<file path="src/rtl/mdu_divresult.sv">
// mdu_divresult: radix-2 restoring divider (E) + result select/W64 fixup (M) + W reg.
// Optional MDU_DIV_FASTSPECIAL_EN: div-by-zero/overflow skip straight to DONE.
module mdu_divresult #(
  parameter int XLEN = 64
) (
  input  logic              clk,
  input  logic              reset,
  input  logic              StallM,
  input  logic              FlushE,
  input  logic              FlushM,
  input  logic              StallW,
  input  logic              FlushW,
  input  logic [XLEN-1:0]   ForwardedSrcAE,
  input  logic [XLEN-1:0]   ForwardedSrcBE,
  input  logic [2:0]        Funct3E,
  input  logic              W64E,
  input  logic              IntDivE,
  input  logic [2*XLEN-1:0] ProdM,
  input  logic [2:0]        Funct3M,
  input  logic              W64M,
  output logic              DivBusyE,
  output logic [XLEN-1:0]   MDUResultW
);

  localparam int CW = $clog2(XLEN);
  localparam int SH = XLEN - 32;

  typedef enum logic [1:0] {IDLE, BUSY, DONE} state_t;

  state_t state, state_n;

  logic            w_e, sgn_op, sa, sb;
  logic            div0, ovf, div_start, fast_hit;
  logic [XLEN-1:0] a_ext, b_ext, abs_a, abs_b, min_v;
  logic [XLEN-1:0] spec_q, spec_rem;

  logic [XLEN-1:0] rem_r, quo_r, dvs_r;
  logic [CW-1:0]   cnt;
  logic            sa_r, sq_r, spec_r;
  logic [XLEN-1:0] spec_q_r, spec_rem_r;
  logic [XLEN-1:0] quot_res, rem_res;

  logic [XLEN:0]   rs, diff;
  logic            ge;
  logic [XLEN-1:0] nrem, nquo;

  logic [XLEN-1:0] QuotM, RemM;
  logic [XLEN-1:0] sel_m, res_m;

  logic unused;

  // Bits [31:0] of v, sign- or zero-extended to XLEN.
  function automatic logic [XLEN-1:0] ext32(
    input logic [XLEN-1:0] v,
    input logic            s
  );
    logic [XLEN-1:0] t;
    t = v << SH;
    if (s) ext32 = $signed(t) >>> SH;
    else   ext32 = t >> SH;
  endfunction

  assign w_e    = (XLEN == 64) ? W64E : 1'b0;
  assign sgn_op = ~Funct3E[0];

  // Operand conditioning: word extension, signs, magnitudes, special cases.
  always_comb begin
    a_ext    = w_e ? ext32(ForwardedSrcAE, sgn_op) : ForwardedSrcAE;
    b_ext    = w_e ? ext32(ForwardedSrcBE, sgn_op) : ForwardedSrcBE;
    sa       = sgn_op & a_ext[XLEN-1];
    sb       = sgn_op & b_ext[XLEN-1];
    abs_a    = sa ? -a_ext : a_ext;
    abs_b    = sb ? -b_ext : b_ext;
    min_v    = w_e ? ext32(XLEN'(1) << 31, 1'b1)
                   : XLEN'(1) << (XLEN - 1);
    div0     = (b_ext == '0);
    ovf      = sgn_op & (a_ext == min_v) & (&b_ext);
    spec_q   = div0 ? '1 : a_ext;
    spec_rem = div0 ? a_ext : '0;
  end

  assign div_start = IntDivE & ~FlushE & (state == IDLE);

`ifdef MDU_DIV_FASTSPECIAL_EN
  assign fast_hit = div0 | ovf;
`else
  assign fast_hit = 1'b0;
`endif

  // One restoring step: shift, trial subtract, quotient bit.
  always_comb begin
    rs   = {rem_r, quo_r[XLEN-1]};
    diff = rs - {1'b0, dvs_r};
    ge   = (rs >= {1'b0, dvs_r});
    nrem = ge ? diff[XLEN-1:0] : rs[XLEN-1:0];
    nquo = {quo_r[XLEN-2:0], ge};
  end

  // Divider state register.
  always_ff @(posedge clk) begin
    if (reset) state <= IDLE;
    else       state <= state_n;
  end

  // Divider next-state.
  always_comb begin
    state_n = state;
    unique case (state)
      IDLE: if (div_start) state_n = fast_hit ? DONE : BUSY;
      BUSY: begin
        if (FlushE)          state_n = IDLE;
        else if (cnt == '0)  state_n = DONE;
      end
      DONE: if (FlushE | ~StallM) state_n = IDLE;
      default: state_n = IDLE;
    endcase
  end

  // Stall request: start cycle plus every live BUSY cycle.
  always_comb begin
    DivBusyE = div_start | ((state == BUSY) & ~FlushE);
  end

  // Divider datapath: operand latch, iteration, sign fix-up.
  always_ff @(posedge clk) begin
    if (reset) begin
      rem_r      <= '0;
      quo_r      <= '0;
      dvs_r      <= '0;
      cnt        <= '0;
      sa_r       <= 1'b0;
      sq_r       <= 1'b0;
      spec_r     <= 1'b0;
      spec_q_r   <= '0;
      spec_rem_r <= '0;
      quot_res   <= '0;
      rem_res    <= '0;
    end else begin
      unique case (state)
        IDLE: if (div_start) begin
          rem_r      <= '0;
          quo_r      <= w_e ? abs_a << SH : abs_a;
          dvs_r      <= abs_b;
          cnt        <= w_e ? CW'(31) : CW'(XLEN - 1);
          sa_r       <= sa;
          sq_r       <= sa ^ sb;
          spec_r     <= div0 | ovf;
          spec_q_r   <= spec_q;
          spec_rem_r <= spec_rem;
          if (fast_hit) begin
            quot_res <= spec_q;
            rem_res  <= spec_rem;
          end
        end
        BUSY: begin
          rem_r <= nrem;
          quo_r <= nquo;
          cnt   <= cnt - 1'b1;
          if (cnt == '0) begin
            quot_res <= spec_r ? spec_q_r
                      : (sq_r ? -nquo : nquo);
            rem_res  <= spec_r ? spec_rem_r
                      : (sa_r ? -nrem : nrem);
          end
        end
        default: ;
      endcase
    end
  end

  // E->M pipeline register for divide results.
  always_ff @(posedge clk) begin
    if (reset | FlushM) begin
      QuotM <= '0;
      RemM  <= '0;
    end else if (~StallM) begin
      QuotM <= quot_res;
      RemM  <= rem_res;
    end
  end

  // M-stage result select and word fix-up.
  always_comb begin
    sel_m = ProdM[XLEN-1:0];
    unique case (1'b1)
      (Funct3M == 3'b000):
        sel_m = ProdM[XLEN-1:0];
      (~Funct3M[2] & |Funct3M[1:0]):
        sel_m = ProdM[2*XLEN-1:XLEN];
      (Funct3M[2:1] == 2'b10):
        sel_m = QuotM;
      (Funct3M[2:1] == 2'b11):
        sel_m = RemM;
      default:
        sel_m = ProdM[XLEN-1:0];
    endcase
    res_m = (W64M && XLEN == 64) ? ext32(sel_m, 1'b1) : sel_m;
  end

  // Writeback register; flush beats capture.
  always_ff @(posedge clk) begin
    if (reset | FlushW) MDUResultW <= '0;
    else if (~StallW)   MDUResultW <= res_m;
  end

  assign unused = ^{Funct3E[2:1], diff[XLEN]};

endmodule

</file>
<file path="config.mk">
export PLATFORM = sky130hd
export DESIGN_NAME = mdu_divresult
export DESIGN_NICKNAME = d
export VERILOG_FILES = /design/src/rtl/mdu_divresult.sv
export SDC_FILE = /design/constraint.sdc
export NUM_CORES = 2
export LEC_CHECK = 0
export CORE_UTILIZATION = 35
export DETAILED_ROUTE_END_ITERATION = 6
export MAX_ROUTING_LAYER = met4
export PLACE_DENSITY = 0.61
export SETUP_SLACK_MARGIN = 0.4
export SYNTH_ARGS = -nofsm -noshare
export SYNTH_HDL_FRONTEND = slang
export SYNTH_SLANG_ARGS = --single-unit
</file>
<file path="constraint.sdc">
create_clock -name clk -period 12.5 [get_ports clk]
set_clock_uncertainty 0.1 [all_clocks]
set_input_delay 2.5 -clock clk [delete_from_list [all_inputs] [get_ports clk]]
set_output_delay 2.5 -clock clk [all_outputs]
set_load 0.03 [all_outputs]
</file>
==> out/metrics.yaml <==
detailed_routing:
  vias: 41800
  drtIter0Drc: 4993
  wl_microns: 170000
  drt_drc_violations_left: 0
  post_drt_wl_per_cell_microns: 24.2
  antenna_left: 0
  dr.pass1.iters: 7
  vias_per_cell: 5.93
timing:
  finalHoldViolCount: 0
  max_freq_ghz: 0.116
  drv_slew: 0
  setup_viol: 0
  period_share_pct: 69.1
  rsz0062_at_grt: "false"
  fin_setup_tns_ns: 0
  min_period_ns: 8.63
  slew_headroom_pct: 5.04
  tightestPinTransition_ns: 1.41
layout:
  drive_gt1_share_pct: 4.72
  final_common_cell: "nor2_1"
  layout_common_cells: "nor2_1, dfxtp_1, nand2_1"
  fin_util_pct: 41.3
  area_growth_pct: 17.0
  nets: 5815
clock_tree:
  clock_path_buffers: 3
  clk_latency_ns: 0.67
  cts_setup_buffers: 0
  cts_made_buffers: 77
  cts_tree: "built"
  clkSinkCount: 651
  ctsResizeCount: 0
  hold_buffers: 0
  clk_transition_reported_paths_ns: 0.06
  cts_root_buffer: "clkbuf_16"
  htreeDepth: 3
setup_path:
  worstPathRequired_ns: 13.00
  crit_type: "flip-flop to flip-flop"
  cp_data_arrival_time_ns: 9.14
  crit_path_start: "rem_r[5]"
  cp-end-kind: "flip-flop"
  reg2reg_depth: 21
  path_max_fanout: 55
  endpoint: "quot_res[60]"
  r2r_slack_ns: 3.87
  reg2reg_to: "quot_res[60]"
  worstReg2RegStart: "rem_r[5]"
  startpoint_type: "flip-flop"
logic_synthesis:
  synth-seq-cells: 651
  synth_xor_area_share_pct: 5.02
  syn_area_sq_um: 39800
  syn_nets: 5782
  synth_top_family_by_area: "compound AO/OA/AOI/OAI gates"
  synthAdderAreaFrac_pct: 2.28
  synth.distinct_cells: 92
  syn_area_per_cell_sq_um: 7.32
  synth_compound_area_share_pct: 25.3
  synth_ff_type: "dfxtp_1"
  ys_seq_area_share_pct: 32.7
  synth_edf_count: 0
  yosys_warnings: 0
  yosys.area_share.simple_pct: 23.9
  synthMuxAreaShare_pct: 5.11
  synth_cells: 5438
  synthArstFlopShare_pct: 0
run:
  drv_cap: 0
global_route:
  track_usage_pct: 29.1
  grt_pass1_vias: 37400
  grt_max_degree: 175
  grt_overflow_total: 0
  antenna_found_initial: 14
  grt_pass1_wl_microns: 249000
die:
  dieArea_sq_um: 115000
  start_util_pct: 35.3
  pin_count: 337
  die_x_microns: 339
  die_y_microns: 339
  coreArea_sq_um: 113000
  core.rowCount: 123
outcome:
  status: "finished, final reports clean"
worst_hold_path:
  hold_path_class: "flip-flop to flip-flop"
place:
  port_buffers: 334
  gp_congestion: 0.997
  dp_hpwl_microns: 126000
-- per-layer routing --
| metal | vias up | wire length [microns] | GRT usage (%) |
|---|---|---|---|
| met5 | - | 0 | - |
| met4 | 0 | 5270 | 9.29 |
| met3 | 237 | 16200 | 5.97 |
| met2 | 1984 | 73200 | 42.6 |
| met1 | 19900 | 75300 | 39.8 |
| li1 | 19600 | - | - |
-- cells in the mapped netlist (all sizes together) (115+ instances only) --
master / instances / share of area, %
o21ai: 350 / 4.4
nand3: 161 / 2.0
nand2: 636 / 6.0
nor2: 699 / 6.6
inv: 151 / 1.4
nor3: 170 / 2.2
xor2: 128 / 2.8
a31oi: 138 / 2.2
dfxtp: 651 / 33
clkbuf: 370 / 3.5
a21oi: 522 / 6.6
mux2i: 194 / 4.9
a211oi: 115 / 2.2
-- area by class of cell --
class,count,area (sq um)
flip-flops and latches,651,13000
diodes,10,25.0
multi-input cells,4197,24600
clock buffers,96,2100
clock inverters,40,562
well taps,1500,1880
repair buffers,392,3790
inverters,152,573
fillers,11600,66100
-- critical path: stages (launching register included) --
cell      delay, ns
dfxtp_1        0.52
ha_1           0.40
a21o_1         0.26
a31o_4         0.27
a221o_1        0.38
o2111a_1       0.31
o31ai_2        0.31
nand2_4        0.43
inv_2          0.47
ha_1           0.26
or3b_2         0.50
or4_1          0.75
or3_1          0.49
or4_1          0.61
or3_1          0.49
inv_1          0.11
nand3_1        0.15
o21ai_0        0.23
xor2_1         0.14
o21ai_0        1.08
nand2_1        0.13
a21oi_1        0.16
-- how the worst min path moves through the flow --
| stage | startpoint | endpoint | slack [ns] | cells past startpoint |
|---|---|---|---|---|
| 6_report | spec_rem_r[22] | spec_rem_r[22] | 0.35 | 2 |
| 5_1_grt | dvs_r[47] | dvs_r[47] | 0.37 | 2 |
| 4_1_cts | dvs_r[51] | dvs_r[51] | 0.35 | 2 |
| 3_5_place_dp | dvs_r[51] | dvs_r[51] | 0.34 | 2 |
| 3_3_place_gp | spec_rem_r[22] | spec_rem_r[22] | 0.34 | 2 |
| 2_1_floorplan | spec_rem_r[50] | spec_rem_r[50] | 0.33 | 2 |
-- metrics by stage --
step	cell area (sq um)	setup WS [ns]	hold WS, ns	instances
after floorplan	39800	5.38	0.327	5438
after global placement	43900	4.22	0.337	6892
after detailed placement	43900	4.18	0.343	6892
after CTS	46500	4.21	0.351	7028
after global routing	46600	3.60	0.367	7037
final	46600	3.87	0.348	7038
-- cells by family (layout without fill, tap and decap cells) --
group	Yosys count	count (layout)
and+or+nand+nor	2092	2092
AOI/OAI and AO/OA	1603	1603
DFF	651	651
buffers and inverters	590	680
xor gates and xnor gates	228	228
muxes	202	202
adders and majority gates	72	72
other	0	10
Power is left out: the tool's default activity adds up to more than one toggle a clock period on the data nets, which glitch-free logic cannot reach.
